$ cat src/rtl/sync_fifo_prog.sv
// sync_fifo_prog: single-clock FIFO with an exact fill count, run-time
// programmable almost-full/almost-empty thresholds, sticky overflow and
// underflow flags, synchronous flush and an optional first-word-fall-through
// read port.
module sync_fifo_prog #(
    parameter int DATA_WIDTH = 32,
    parameter int FIFO_DEPTH = 16,
    parameter int FWFT       = 0,
    localparam int ADDR_WIDTH = $clog2(FIFO_DEPTH)
) (
    input  logic                  clk,
    input  logic                  reset,
    input  logic                  flush,
    input  logic                  wr_en,
    input  logic [DATA_WIDTH-1:0] data_in,
    input  logic                  rd_en,
    output logic [DATA_WIDTH-1:0] data_out,
    input  logic [ADDR_WIDTH:0]   af_thresh,
    input  logic [ADDR_WIDTH:0]   ae_thresh,
    output logic [ADDR_WIDTH:0]   fill_count,
    output logic                  fifo_full,
    output logic                  fifo_empty,
    output logic                  fifo_almost_full,
    output logic                  fifo_almost_empty,
    output logic                  overflow,
    output logic                  underflow
);

    localparam int CNT_W = ADDR_WIDTH + 1;

    logic [DATA_WIDTH-1:0] mem [FIFO_DEPTH];
    logic [ADDR_WIDTH-1:0] wr_ptr;
    logic [ADDR_WIDTH-1:0] rd_ptr;
    logic                  wr_acc;
    logic                  rd_acc;

    // Flags are pure decodes of the registered count, so a threshold change
    // shows up in the same cycle while a push/pop shows up one cycle later.
    assign fifo_full         = (fill_count == CNT_W'(FIFO_DEPTH));
    assign fifo_empty        = (fill_count == '0);
    assign fifo_almost_full  = (fill_count >= af_thresh);
    assign fifo_almost_empty = (fill_count <= ae_thresh);

    // Flush wins over both requests; a full/empty FIFO rejects the request.
    assign wr_acc = wr_en && !fifo_full  && !flush;
    assign rd_acc = rd_en && !fifo_empty && !flush;

    // Storage array: written only on an accepted write, never reset or flushed.
    always_ff @(posedge clk) begin
        if (wr_acc) begin
            mem[wr_ptr] <= data_in;
        end
    end

    // Pointers, fill count and sticky error flags.
    always_ff @(posedge clk or posedge reset) begin
        if (reset) begin
            wr_ptr     <= '0;
            rd_ptr     <= '0;
            fill_count <= '0;
            overflow   <= 1'b0;
            underflow  <= 1'b0;
        end else if (flush) begin
            wr_ptr     <= '0;
            rd_ptr     <= '0;
            fill_count <= '0;
            overflow   <= 1'b0;
            underflow  <= 1'b0;
        end else begin
            if (wr_acc) begin
                wr_ptr <= wr_ptr + 1'b1;
            end
            if (rd_acc) begin
                rd_ptr <= rd_ptr + 1'b1;
            end
            case ({wr_acc, rd_acc})
                2'b10:   fill_count <= fill_count + 1'b1;
                2'b01:   fill_count <= fill_count - 1'b1;
                default: fill_count <= fill_count;
            endcase
            if (wr_en && fifo_full) begin
                overflow <= 1'b1;
            end
            if (rd_en && fifo_empty) begin
                underflow <= 1'b1;
            end
        end
    end

    generate
        if (FWFT == 0) begin : g_std_read
            logic [DATA_WIDTH-1:0] dout_q;

            // Registered read: word appears the cycle after an accepted read
            // and holds through idle cycles and rejected reads.
            always_ff @(posedge clk or posedge reset) begin
                if (reset) begin
                    dout_q <= '0;
                end else if (flush) begin
                    dout_q <= '0;
                end else if (rd_acc) begin
                    dout_q <= mem[rd_ptr];
                end
            end

            assign data_out = dout_q;
        end else begin : g_fwft_read
            // Head of queue is always presented; meaningful only when not empty.
            assign data_out = mem[rd_ptr];
        end
    endgenerate

endmodule

$ cat config.mk
export PLATFORM = sky130hd
export DESIGN_NAME = sync_fifo_prog
export DESIGN_NICKNAME = d
export VERILOG_FILES = /design/src/rtl/sync_fifo_prog.sv
export SDC_FILE = /design/constraint.sdc
export NUM_CORES = 1
export LEC_CHECK = 0
export ABC_AREA = 1
export ABC_CLOCK_PERIOD_IN_PS = 4600
export CAP_MARGIN = 20
export CORE_ASPECT_RATIO = 1.2
export CORE_UTILIZATION = 29
export DETAILED_ROUTE_END_ITERATION = 8
export MAX_ROUTING_LAYER = met4
export PLACE_DENSITY_LB_ADDON = 0.12
export SKIP_CTS_REPAIR_TIMING = 1
export SLEW_MARGIN = 30
export SYNTH_ARGS = -nofsm -noshare
export SYNTH_HDL_FRONTEND = slang
export SYNTH_SLANG_ARGS = --single-unit
$ cat constraint.sdc
create_clock -name clk -period 4.6 [get_ports clk]
set_input_delay 0.92 -clock clk [delete_from_list [all_inputs] [get_ports clk]]
set_output_delay 0.92 -clock clk [all_outputs]
set_load 0.02 [all_outputs]
==> results.md <==
- Number of ports placed on the die boundary: 90
- Final clock period utilization by the worst path: 81.2%
- Final worst clock skew: 26.7 ps
- EDFF count, synth: 512
- Area fraction of the dominant cell type after synthesis: 69.2%
- Final HPWL from detailed placement: 35.9 mm
- Fraction of layout instances using a drive strength above 1: 9.43%
- Maximum level of the CTS H-tree: 2
- Launching element type of the critical path: primary input
- Total number of nets in the final design: 1870
- Number of DRC violations after detailed-routing iteration 0: 953
- Detail-routed via count per cell: 4.92
- Critical-path maximum fanout: 1
- Fill cell total of the finished layout: 7488
- Maximum number of buffers from clock root to sink: 3
- Clock Tree Root: sky130_fd_sc_hd__clkbuf_16
- First-pass GRT wire length: 98.0 mm
- Core region area: 0.0754 sq mm
- Area contributors post-synth: sky130_fd_sc_hd__edfxtp_1 69%, sky130_fd_sc_hd__o21ai_0 6.2%, sky130_fd_sc_hd__dfrtp_1 5.3%
- Number of library cell types mapped by synthesis: 33
- Detailed-routed wire length on met2: 32.7 mm
- Number of global-route vias before repair: 14378
- Share of power burned in registers: 42.5%
- Final estimated routing congestion in global placement: 0.730
- Internal power contribution: 9.52 mW
- TritonCTS clock tree: done
- Quantity of I/O buffers inserted on ports: 89
- Combinational power share: 25.2%
- Hold Worst Slack: 494 ps
- Total DRC errors in the routed layout: 0
- RSZ-0062 raised after global routing: false
- Cell area power density: 538 mW/mm^2
- Gate count of the mapped netlist: 1720
- Overall via count from detail_route: 14092
- Count of nets left with antenna violations after detail routing: 0
- WS Path Type: primary input to output pin
- Setup crit end kind: output pin
- Die Height: 305 um
- Critical path data arrival time: 2810 ps
- Clock sink total: 559
- Signed area change from the synthesized netlist to the final layout: 18.4%
- Routed metal-1 wirelength: 29.5 mm
- Flip-flop and latch area: 0.0166 sq mm
- P_sw: 4.64 mW
- Number of warnings issued by yosys: 0
- Slew headroom: 38.5%
- Footprint of the multi-input gates: 0.00515 sq mm
- Total detailed-routing wirelength: 66.1 mm
- Share of the yosys chip area belonging to registers: 74.5%
- GR Util All Layers: 17.6%
- Antenna violations before repair: 2
- Starting density of the core: 29.5%
- Synthesized netlist net count: 1784
- Synth Register Bits: 559
- Tightest Hold Check Type: flop to flop
- Met3 wire length: 2.57 mm
- TritonCTS Buffers: 58
- Slew Limit Fails: 0
- Overflow left after global routing: 0
- Cell Area, Synth: 0.0222 sq mm
- Top flip-flop cell by instance count after synthesis: sky130_fd_sc_hd__edfxtp_1
- Critical path's largest stage delay: 610 ps
- FP Rows: 110
- Final period demand of the worst path: 3730 ps
- TritonRoute pass-1 iters: 5
- Clock power share: 32.3%
- Maximum clock frequency: 268 MHz
- Cell with the biggest individual delay on the critical path: sky130_fd_sc_hd__clkdlybuf4s50_1
- Top Layer Used: met4
- Sw Share: 32.8%
- Largest voltage drop on the vdd net: 0.000315 V
- Library cell occupying the most area in the post-synthesis netlist: sky130_fd_sc_hd__edfxtp_1
- Crit path required time: 3680 ps
- Area of the die: 0.0778 sq mm
- Mean post-synth cell area: 12.9 sq um
- Drt wl/cell: 23.1 um
- Sequence of cells on the critical path: clkdlybuf4s50_1 > ha_1 > inv_1 > nand2_1 > a21oi_1 > o21bai_1 > a21oi_1 > o21bai_1 > clkdlybuf4s50_1
- Chip Width: 255 um
- Final hold violations: 0
- Later-pin clock latency in the skew report: 620 ps
- Share of flip-flops with an asynchronous set or reset: 8.41%
- Leakage component of the power: 8.79 nW
- Final setup viols: 0
- Worst-Margin Slew: 922 ps
- Largest net degree at the start of global routing: 127
- Post-CTS clock slew at the launch and capture registers of the worst setup and hold paths: 60 ps
- Maximum Capacitance Violations: 0
- Accumulated negative setup slack: 0 ps
- Run status: complete, no violations
## layout by cell type, fill, tap and decap left out, types with 23 or more instances in the layout
| master | count |
|---|---|
| sky130_fd_sc_hd__nand3_1 | 87 |
| sky130_fd_sc_hd__nor2_1 | 268 |
| sky130_fd_sc_hd__nand2_1 | 143 |
| sky130_fd_sc_hd__o21ai_0 | 275 |
| sky130_fd_sc_hd__clkbuf_16 | 58 |
| sky130_fd_sc_hd__buf_4 | 44 |
| sky130_fd_sc_hd__o22ai_1 | 79 |
| sky130_fd_sc_hd__inv_1 | 25 |
| sky130_fd_sc_hd__clkbuf_1 | 23 |
| sky130_fd_sc_hd__dfrtp_1 | 43 |
| sky130_fd_sc_hd__clkdlybuf4s50_1 | 89 |
| sky130_fd_sc_hd__edfxtp_1 | 512 |
| sky130_fd_sc_hd__o21ai_1 | 44 |
| sky130_fd_sc_hd__o221ai_1 | 48 |
## final cells by class
| class | instances | share of cell area [%] |
|---|---|---|
| Multi-Input combinational cell | 1013 | 19.6 |
| Clock inverter | 22 | 0.799 |
| Tap cell | 1008 | 4.79 |
| Antenna cell | 2 | 0.0190 |
| Sequential cell | 559 | 63.0 |
| Clock buffer | 87 | 6.16 |
| Inverter | 34 | 0.523 |
| Timing Repair Buffer | 140 | 5.17 |
## routing by layer
layer / global-route usage (%) / up-vias
met5: - / -
met4: 4.26 / 0
met3: 2.50 / 94
met2: 28.9 / 288
met1: 23.0 / 7177
li1: - / 6533
## kinds of logic after synthesis
family / share of synthesized area [%]
AO/OA/AOI/OAI: 11.7
adder cells (fa/ha/maj): 0.957
buffers and inverters: 2.91
flip-flops: 74.5
XOR/XNOR: 0.0394
AND/OR/NAND/NOR: 9.87
## state kept, by name, indices dropped and copies added, names as in the netlist
name	cells
overflow	1
wr_ptr	4
rd_ptr	4
data_out	32
underflow	1
fill_count	5
mem	512
## through the flow
step	util [%]	instance area (sq um)	instances	power [mW]	setup slack [ps]
6_report	34.9	26300	2865	14.2	866
5_1_grt	34.9	26300	2865	14.9	640
4_1_cts	34.9	26300	2863	14.4	746
3_5_place_dp	32.4	24500	2754	9.76	796
3_3_place_gp	32.4	24500	2753	9.74	768
2_1_floorplan	-	22200	1720	8.35	1320
## synth_stat cells (all sizes together), types with 2 or more instances
cell type and number:
edfxtp 512, o21ai 319, nor2 288, nand2 149
nand3 91, o22ai 79, clkbuf 70, o221ai 48
dfrtp 47, buf 44, inv 33, ha 17
a21oi 11, o211ai 3, o21bai 3, nor3 2
## power by group through the flow
| stage | sequential [mW] | clock, mW | combinational [mW] |
|---|---|---|---|
| finish | 6.01 | 4.57 | 3.57 |
| global route | 6.04 | 4.88 | 4.01 |
| CTS | 6.02 | 4.72 | 3.65 |
| detailed placement | 6.12 | 0 | 3.64 |
| global placement | 6.12 | 0 | 3.62 |
| floorplan | 6.15 | 0 | 2.20 |
## worst max-delay path, delay by kind of cell
kind,cells,cell delay (ps)
compound gates,4,520
fa+ha+maj,1,270
buf+inv,3,1050
simple gates,1,50
## worst paths after layout
check / startpoint / to / slack [ps] / depth (start not counted)
worst max-delay path: af_thresh[0] / fifo_almost_full / 870 / 9
worst min-delay path: overflow / overflow / 490 / 2
worst max register to register: rd_ptr[0] / data_out[19] / 1770 / 8
worst min register to register: overflow / overflow / 490 / 2
max in group asynchronous: reset / rd_ptr[0] / 2850 / 3
min in group asynchronous: reset / data_out[12] / 640 / 2
Power figures use the tool's default switching activity.
